**src/rtl/freq_pkg.sv**
```systemverilog
// freq_pkg: shared state encoding and default parameters for freq_meter
package freq_pkg;

    typedef enum logic [1:0] {
        IDLE,
        WAIT_EDGE,
        MEASURE,
        DONE
    } state_t;

    localparam int DEF_GATE_CYCLES = 1000;
    localparam int DEF_CNT_W       = 16;
    localparam int DEF_PER_W       = 12;
    localparam int DEF_TIMEOUT     = 4095;

endpackage

```
**src/rtl/sync_edge.sv**
```systemverilog
// sync_edge: two-flop synchronizer plus rising-edge detector for an asynchronous input
module sync_edge (
    input  logic clk,
    input  logic rst_n,
    input  logic d_async,
    output logic q_sync,
    output logic rise
);

    logic s1, s2, s3, primed, armed;

    // armed only after a genuine low has passed through, so a level already high at reset release is not an edge
    always_ff @(posedge clk or negedge rst_n) begin
        if (!rst_n) begin
            {s1, s2, s3, primed, armed} <= '0;
        end else begin
            s1     <= d_async;
            s2     <= s1;
            s3     <= s2;
            primed <= 1'b1;
            armed  <= armed | (primed & ~s1);
        end
    end

    assign q_sync = s2;
    assign rise   = armed & s2 & ~s3;

endmodule

```
**src/rtl/freq_meter.sv**
```systemverilog
// freq_meter: gated edge count, high time and min/max period of an asynchronous signal
module freq_meter
    import freq_pkg::*;
#(
    parameter int GATE_CYCLES = DEF_GATE_CYCLES,
    parameter int CNT_W       = DEF_CNT_W,
    parameter int PER_W       = DEF_PER_W,
    parameter int TIMEOUT     = DEF_TIMEOUT
) (
    input  logic             clk,
    input  logic             rst_n,
    input  logic             sig_in,
    input  logic             start,
    output logic             busy,
    output logic             done,
    output logic [CNT_W-1:0] edge_cnt,
    output logic [CNT_W-1:0] high_cnt,
    output logic [PER_W-1:0] per_min,
    output logic [PER_W-1:0] per_max,
    output logic             no_sig,
    output logic             ovf
);

    localparam int TMR_W = $clog2((GATE_CYCLES > TIMEOUT ? GATE_CYCLES : TIMEOUT) + 1);
    localparam logic [TMR_W-1:0] GATE_LAST = TMR_W'(GATE_CYCLES - 1);
    localparam logic [TMR_W-1:0] WAIT_LAST = TMR_W'(TIMEOUT - 1);

    state_t           state;
    logic [TMR_W-1:0] tmr;
    logic [CNT_W-1:0] ecnt, hcnt;
    logic [PER_W-1:0] pcnt, pmin, pmax;
    logic             ovf_acc, timed_out, q_sync, rise;

    sync_edge u_sync (
        .clk    (clk),
        .rst_n  (rst_n),
        .d_async(sig_in),
        .q_sync (q_sync),
        .rise   (rise)
    );

    // measurement FSM; working counters run in MEASURE, results are published only from DONE
    always_ff @(posedge clk or negedge rst_n) begin
        if (!rst_n) begin
            state     <= IDLE;
            tmr       <= '0;
            ecnt      <= '0;
            hcnt      <= '0;
            pcnt      <= '0;
            pmin      <= '0;
            pmax      <= '0;
            ovf_acc   <= 1'b0;
            timed_out <= 1'b0;
            busy      <= 1'b0;
            done      <= 1'b0;
            edge_cnt  <= '0;
            high_cnt  <= '0;
            per_min   <= '0;
            per_max   <= '0;
            no_sig    <= 1'b0;
            ovf       <= 1'b0;
        end else begin
            done <= 1'b0;
            case (state)
                IDLE: begin
                    if (start) begin
                        state     <= WAIT_EDGE;
                        busy      <= 1'b1;
                        tmr       <= '0;
                        ecnt      <= '0;
                        hcnt      <= '0;
                        pmin      <= '1;
                        pmax      <= '0;
                        ovf_acc   <= 1'b0;
                        timed_out <= 1'b0;
                    end
                end
                WAIT_EDGE: begin
                    if (rise) begin
                        state <= MEASURE;
                        tmr   <= '0;
                        pcnt  <= PER_W'(1);
                    end else if (tmr == WAIT_LAST) begin
                        state     <= DONE;
                        timed_out <= 1'b1;
                    end else begin
                        tmr <= tmr + TMR_W'(1);
                    end
                end
                MEASURE: begin
                    if (q_sync) begin
                        if (&hcnt) ovf_acc <= 1'b1;
                        else       hcnt    <= hcnt + CNT_W'(1);
                    end
                    if (rise) begin
                        if (&ecnt) ovf_acc <= 1'b1;
                        else       ecnt    <= ecnt + CNT_W'(1);
                        pmin <= (pcnt < pmin) ? pcnt : pmin;
                        pmax <= (pcnt > pmax) ? pcnt : pmax;
                        pcnt <= PER_W'(1);
                    end else if (&pcnt) begin
                        ovf_acc <= 1'b1;
                    end else begin
                        pcnt <= pcnt + PER_W'(1);
                    end
                    if (tmr == GATE_LAST) state <= DONE;
                    else                  tmr   <= tmr + TMR_W'(1);
                end
                DONE: begin
                    state    <= IDLE;
                    busy     <= 1'b0;
                    done     <= 1'b1;
                    edge_cnt <= ecnt;
                    high_cnt <= hcnt;
                    per_min  <= (ecnt == '0) ? '0 : pmin;
                    per_max  <= pmax;
                    no_sig   <= timed_out;
                    ovf      <= ovf_acc;
                end
                default: state <= IDLE;
            endcase
        end
    end

endmodule

```
**config.mk**
```make
export PLATFORM = sky130hd
export DESIGN_NAME = freq_meter
export DESIGN_NICKNAME = d
export VERILOG_FILES = /design/src/rtl/freq_pkg.sv /design/src/rtl/sync_edge.sv /design/src/rtl/freq_meter.sv
export SDC_FILE = /design/constraint.sdc
export NUM_CORES = 1
export LEC_CHECK = 0
export BUFFER_PORTS_ARGS = -buffer_cell sky130_fd_sc_hd__buf_2
export CORE_ASPECT_RATIO = 0.9
export CORE_MARGIN = 2
export CORE_UTILIZATION = 49
export DETAILED_ROUTE_END_ITERATION = 10
export GPL_TIMING_DRIVEN = 0
export PLACE_DENSITY = 0.73
export SYNTH_ARGS = -nofsm -noshare
export SYNTH_HDL_FRONTEND = slang
export SYNTH_SLANG_ARGS = --single-unit
```
**constraint.sdc**
```tcl
create_clock -name clk -period 2.79 [get_ports clk]
set_clock_uncertainty 0.2 [all_clocks]
set_input_delay 0.837 -clock clk [delete_from_list [all_inputs] [get_ports clk]]
set_output_delay 0.837 -clock clk [all_outputs]
set_load 0.02 [all_outputs]
```
==> impl_summary.md, run 1 <==
Worst hold path
The worst hold path belongs to the class flip-flop to flip-flop.

Floorplanning
The floorplan row count is 43. The starting density of the core is 49.6%. The horizontal die dimension is 135 microns. The die boundary height is 122 microns. The floorplan step defined a die boundary enclosing 16500 sq um. The total area inside the core boundary comes to 15300 sq um.

During I/O placement, the number of pins put on the boundary was 64.

Clock network
In this run the number of H-tree levels came out at 4. The TritonCTS sink count is 149. The clock-pin slew of the registers on the worst-case setup and hold paths is 0.06 ns.

The maximum clock path buffer count is 2. TritonCTS built the clock tree. The cell at the root of the clock tree is sky130_fd_sc_hd__clkbuf_16. For the worst-skew pair, the clock arrives at the later sink with an insertion delay of 0.42 ns. TritonCTS created 17 clock buffers.

Worst setup path
The critical path goes through inv_1, ha_1, buf_6, mux2i_4, a2111oi_2, o21ai_1, or4_1, clkbuf_4, o22a_1. The largest fanout on the critical path is 10. The worst register-to-register path ends at pmin[11]. The kind of end point of the critical path is a flip-flop. The slowest stage cell on the critical path is sky130_fd_sc_hd__or4_1.

The cell depth of the worst flop-to-flop path is 9. The reg2reg setup slack is 0.12 ns. Counting both buffers and inverters, the worst setup path holds a total of 3. Among cell families on the critical path, the largest total delay comes from compound AO/OA/AOI/OAI gates. The worst endpoint required time is 2.90 ns. The longest individual stage delay on the worst path is 0.47 ns. The worst setup path is launched from a flip-flop. The count of cell instances traversed by the critical path is 9. The worst setup path startpoint is state[0]. In this run the critical register-to-register path is launched from state[0].

The critical path arrival is 2.77 ns. The critical path is of the flip-flop to flip-flop type. Following the worst setup path forward leads to its endpoint at pmin[11].

STA
Static timing analysis puts the maximum clock frequency at 375 MHz. The minimum clock period is 2.67 ns. The number of max-slew violations in the final report is 0.

The hold slack is 0.186 ns. In the finished design, the share of the clock period the worst path needs comes to 95.5%. For the pin with the worst max-slew slack, the measured transition is 0.681 ns. The setup slack of the critical path after layout is 0.125 ns. The total negative slack is 0 ns. The number of failing setup endpoints in the final timing report is 0. The max-slew headroom at the worst pin is 54.2%.

The number of endpoints with negative hold slack in the final report is 0.

Run
Max-cap violations in this run came to 0.

Synth
The share of Yosys cell area claimed by the top area cell type is 49.2%. Counting flops with an async set or reset pin after synthesis yields a share of 100%. In this run, synthesis produced a sequential element count of 149.

By area the synthesized netlist is led by sky130_fd_sc_hd__dfrtp_1 49%, sky130_fd_sc_hd__mux2_2 7.0%, sky130_fd_sc_hd__ha_1 5.6%. The most frequently used flop master after synthesis is sky130_fd_sc_hd__dfrtp_1. The post-synth net total is 779.

Averaged over all synthesized cells, the footprint is 10.2 sq um. The portion of the post-synthesis area used by sequential elements is 49.2%. The gate count after technology mapping is 741. Yosys mapped a number of flops with a built-in enable equal to 0. Yosys mapped the design onto 59 distinct sky130hd cell types. The dominant cell type by area after synthesis is sky130_fd_sc_hd__dfrtp_1. The synthesized netlist occupies a cell area of 7590 sq um. During synthesis, Yosys emitted a total of 0 warnings.

Final layout
The fraction of final layout cells sized beyond drive strength 1 is 20.5%. Compared with the post-synthesis result, the final layout area differs by 16.1%. In the layout the commonest cells are 149 x sky130_fd_sc_hd__dfrtp_1, 64 x sky130_fd_sc_hd__buf_2, 59 x sky130_fd_sc_hd__inv_1, 52 x sky130_fd_sc_hd__nand2_1, 47 x sky130_fd_sc_hd__mux2_2. The number of antenna cells inserted is 0.

The share of the core filled with cells in the final layout is 57.6%. The most common cell after layout, fill and taps aside is sky130_fd_sc_hd__dfrtp_1. The number of non-filler instances in the completed layout is 1042.

Once layout is done, the placed cells without fillers occupy 8810 sq um. The final-stage net count is 865.

Placed design
The worst slack at placement is -0.151 ns. After detailed placement, the design holds a cell count of 1007. The instance area at placement is 8190 sq um.

Routability-driven placement finished with a final weighted congestion of 0.871. The half-perimeter wire length after placement is 11.8 mm. In this run the tool buffered the top-level ports with 63 buffer cells.

Pwr
The power density relative to cell area is 860 nW/um^2. The reported leakage power is 4.14 nW. Across the VDD grid, the largest voltage drop is 0.545 mV. The post-route total power is 7.58 mW.

Global route
The remaining global-route overflow is 0. The wire length of the first global-routing pass is 29.1 mm. In the global route stage, overall resource usage came out at 22.2%. The via count of the first global-routing pass is 5790. The number of antenna violations at the first check in global routing is 0. The largest net degree at the start of global routing is 86.

Route
In this run the remaining antenna-violating nets after routing total 0. The first detailed-routing pass ran for 5 iterations. In the routed design, unresolved DRC markers number 0. The routed layout has 5939 vias.

After detailed routing, the total wire length is 16.8 mm. The violation count after the first detailed-route iteration is 413. The average wire per cell in the routed design is 16.1 microns. The detailed-route vias per instance is 5.70.

Run status
The run finished with clean final reports.
worst min path at each step:
stage,start,endpoint,slack [ns],cells after the start
after floorplan,u_sync.s1,u_sync.q_sync,0.15,0
after global placement,u_sync.s1,u_sync.q_sync,0.17,0
after detailed placement,u_sync.s1,u_sync.q_sync,0.17,0
after CTS,u_sync.s1,u_sync.q_sync,0.18,0
after global routing,u_sync.s1,u_sync.q_sync,0.20,0
final,u_sync.s1,u_sync.q_sync,0.19,0
final cells by class:
| cell class | count | area, sq um |
|---|---|---|
| clock buffers | 17 | 425 |
| well taps | 202 | 253 |
| flip-flops and latches | 149 | 3730 |
| fillers | 1332 | 6470 |
| inverters | 59 | 221 |
| clock inverters | 15 | 144 |
| plain buffers | 37 | 198 |
| multi-input cells | 496 | 3470 |
| repair buffers | 67 | 372 |
Yosys cell counts (11+ instances only):
library cell,count
sky130_fd_sc_hd__xor2_1,11
sky130_fd_sc_hd__a21oi_1,27
sky130_fd_sc_hd__inv_1,59
sky130_fd_sc_hd__mux2_2,47
sky130_fd_sc_hd__nand2_1,52
sky130_fd_sc_hd__o21ai_0,27
sky130_fd_sc_hd__dfrtp_1,149
sky130_fd_sc_hd__ha_1,34
sky130_fd_sc_hd__o221ai_1,13
sky130_fd_sc_hd__nand3_1,37
sky130_fd_sc_hd__o31ai_1,22
sky130_fd_sc_hd__clkbuf_1,21
sky130_fd_sc_hd__o22a_1,12
sky130_fd_sc_hd__or3_1,15
sky130_fd_sc_hd__nor2_1,44
sky130_fd_sc_hd__o21ai_1,19
sky130_fd_sc_hd__nand4_1,14
sky130_fd_sc_hd__a31oi_1,19
repair_timing:
| action | CTS | global route |
|---|---|---|
| hold buffers | 0 | 0 |
| buffers inserted | 3 | 0 |
| gates cloned | 0 | 0 |
| gates resized for setup | 1 | 11 |
| endpoints found under the setup margin | 11 | 38 |
kinds of logic after synthesis:
kind of cell / count (synthesis) / share of synthesized area [%]
DFF: 149 / 49.2
AOI/OAI and AO/OA: 184 / 16.4
xor gates and xnor gates: 13 / 1.50
adders and majority gates: 34 / 5.61
and+or+nand+nor: 214 / 14.4
buffers and inverters: 96 / 5.43
other: 1 / 0.0494
muxes: 50 / 7.49
flip-flops by register name (all words and copies together), names as in the netlist:
register and count:
u_sync.s1 1, u_sync.armed 1, pmax 12, no_sig 1, high_cnt 16, timed_out 1
done 1, busy 1, tmr 12, ovf 1, per_min 12, ovf_acc 1
u_sync.q_sync 1, pmin 12, state 2, per_max 12, hcnt 16, u_sync.s3 1
pcnt 12, ecnt 16, u_sync.primed 1, edge_cnt 16
where the power goes:
| group | internal, mW | switching, mW |
|---|---|---|
| Clock | 1.25 | 0.964 |
| Combinational | 0.971 | 1.67 |
| Sequential | 2.46 | 0.260 |
layer usage:
layer  routed length (microns)  global-route usage, %
met4                       136                   5.47
met5                         0                      0
met3                       706                   5.16
met2                      7700                   34.3
met1                      8210                   31.9
Note: power is estimated with default switching activity, not from simulation.
==> run 2, diff against run 1 <==
Settings changed: CORE_MARGIN 2 to 3, REMOVE_ABC_BUFFERS set to 1.
==> run 2 against run 1 <==
Final cell count fell by 3.5%. Sequential cell count did not move. Total power rose by 3.8%. Clock-buffer cell count rose by 2. Maximum frequency fell by 1.2%. Critical path type unchanged. Largest cell class unchanged. Highest routed layer is now met5.
==> impl_summary.md, run 2 (same netlist as run 1, synthesis figures left out) <==
Route
The final antenna-violating net count is 0 (unchanged). The total DRC errors in the routed layout is 0 (unchanged). The via count was 6056 (+2.0%).

The aggregate routed wire length is 17.5 mm (+4.7%). The iteration count of the initial detailed-routing pass is 5 (unchanged). The violation count after the first detailed-route iteration came to 374 (-9.4%). The detailed-route vias per instance is 6.02 (+5.6%). The average wire per cell in the routed design is 17.4 microns (+8.4%).

STA
The total negative slack came to 0 ns (unchanged). The minimum clock period is 2.70 ns (+0.0327 ns). The highest clock rate is 371 MHz (-1.2%). The number of max-slew violations in the final report came to 0 (unchanged).

The max-slew headroom at the worst pin was 52.0% (-2.2 points). The number of endpoints with negative hold slack in the final report is 0 (unchanged). The number of failing setup endpoints in the final timing report is 0 (unchanged).

The pin slew with the least headroom to its limit is 0.715 ns (+0.0338 ns). The final worst-path cycle share is 96.7% (+1.2 points).

Placed design
The half-perimeter wire length after placement is 11.4 mm (-3.4%). The global placer's final weighted congestion is 0.897 (+3.0%). The number of buffers inserted by port buffering was 63 (unchanged). The instance area at placement is 8040 sq um (-1.9%).

Final layout
The number of filler instances in the final layout is 1261 (-5.3%). The layout overhead on the synthesized area is 16.8%. The fraction of final layout cells sized beyond drive strength 1 was 22.4% (+1.9 points). The number of antenna cells inserted came to 0 (unchanged). The area of all placed cells without fillers is 8860 sq um (+0.58%). The final-stage net count is 833 (-3.7%). In the layout the commonest cells are 149 x sky130_fd_sc_hd__dfrtp_1, 62 x sky130_fd_sc_hd__buf_2, 59 x sky130_fd_sc_hd__inv_1, 52 x sky130_fd_sc_hd__nand2_1, 47 x sky130_fd_sc_hd__mux2_2. The most common cell after layout, fill and taps aside is sky130_fd_sc_hd__dfrtp_1.

Floorplanning
The starting density of the core came to 50.8% (+1.2 points). The area of the core is 14900 sq um (-2.3%). The number of primary I/O pins is 64 (unchanged).

The floorplan row count is 42 (-2.3%). The total die area is 17000 sq um (+3.1%). The horizontal die dimension is 137 microns (+1.5%). The die boundary height is 124 microns (+1.6%).

Clock network
The hold buffer count at cts was 0 (unchanged). The number of clock buffers inserted by TritonCTS is 17 (unchanged). TritonCTS built the clock tree. The clock-pin slew of the registers on the worst-case setup and hold paths came to 0.06 ns (about the same). The clock latency reported for the late side of the worst-skew pair is 0.43 ns (about the same).

The TritonCTS sink count was 149 (unchanged). The tree is rooted in a sky130_fd_sc_hd__clkbuf_16. The depth of the CTS H-tree is 4 (unchanged). The maximum clock path buffer count is 2 (unchanged).

Worst setup path
The critical path arrival came to 2.77 ns (about the same). The worst endpoint required time was 2.86 ns (-0.04 ns). The kind of end point of the critical path is a flip-flop. The critical setup path kind is flip-flop to flip-flop. The startpoint kind of the worst setup timing path is a flip-flop. The largest fanout on the critical path came to 13 (+3).

Pwr
The peak ir drop on the vdd network is 0.574 mV (+5.3%). The power density relative to cell area is 888 nW/um^2 (+3.2%). The reported leakage power is 4.12 nW (-0.42%).

Run
The number of max-cap violations was 0 (unchanged).

Global route
The wire length of the first global-routing pass came to 28.9 mm (-0.59%). The number of antenna violations at the first check in global routing came to 1 (+1). The total global-route track usage is 21.4% (-0.82 points). The largest net degree at the start of global routing was 86 (unchanged). The remaining global-route overflow is 0 (unchanged). The via count of the first global-routing pass is 5942 (+2.6%).

Run status
The flow ran to the end, and the final reports show no timing, DRC or antenna violations.

Worst hold path
The min-delay analysis places its worst path in the category primary input to asynchronous set/reset pin.
-- run 2: critical path: stages, from the launching register on --
cell and delay, ns:
sky130_fd_sc_hd__dfrtp_1 0.52, sky130_fd_sc_hd__ha_1 0.40, sky130_fd_sc_hd__nand4_1 0.29, sky130_fd_sc_hd__nor3_4 0.61
sky130_fd_sc_hd__a2111oi_2 0.14, sky130_fd_sc_hd__o21ai_4 0.19, sky130_fd_sc_hd__o221ai_1 0.18
-- run 2: area by class of cell --
type	count	area (sq um)	share of cell area [%]
well taps	198	248	2.80
multi-input cells	497	3610	40.7
clock inverters	13	170	1.92
inverters	59	221	2.50
flip-flops and latches	149	3730	42.1
repair buffers	71	429	4.84
clock buffers	19	453	5.11
-- run 2: report_power, final --
group | internal [mW] | total [mW] | switching [mW]
registers | 2.46 | 2.74 | 0.275
clock network | 1.47 | 2.41 | 0.944
logic | 0.970 | 2.72 | 1.75
total | 4.90 | 7.86 | 2.96
-- run 2: metrics by stage --
step	hold slack (ns)	utilization [%]	total power [mW]	instances	setup WS, ns
final	0.190	59.4	7.86	1006	0.0919
after CTS	0.213	58.7	7.78	1003	0.00966
after detailed placement	0.210	53.8	5.20	968	-1.48
after global routing	0.242	59.4	8.28	1006	-0.0161
after global placement	0.201	53.3	5.03	965	-1.87
after floorplan	0.154	-	4.41	704	-0.733
-- run 2: worst paths after layout --
check | to | slack, ns | cells after the start | startpoint
hold reg to reg | u_sync.q_sync | 0.23 | 0 | u_sync.s1
hold / removal | per_min[1] | 0.19 | 1 | rst_n
min in group clk | u_sync.q_sync | 0.23 | 0 | u_sync.s1
setup / recovery | pmax[8] | 0.09 | 6 | pcnt[11]
max in group asynchronous | high_cnt[9] | 1.39 | 2 | rst_n
setup reg to reg | pmax[8] | 0.09 | 6 | pcnt[11]
-- run 2: timing repair --
item | in CTS | in global routing
endpoints found under the setup margin | 70 | 44
pin swaps | 0 | 1
gates resized for setup | 15 | 14
gates cloned | 0 | 1
buffers inserted | 3 | 2
-- run 2: layer usage --
| layer | share of wire [%] | wire length, microns | track usage (%) |
|---|---|---|---|
| met5 | 0.063 | 11 | 0 |
| met4 | 2.2 | 378 | 8.10 |
| met3 | 5.1 | 893 | 4.60 |
| met2 | 48 | 8390 | 34.6 |
| met1 | 45 | 7860 | 28.4 |
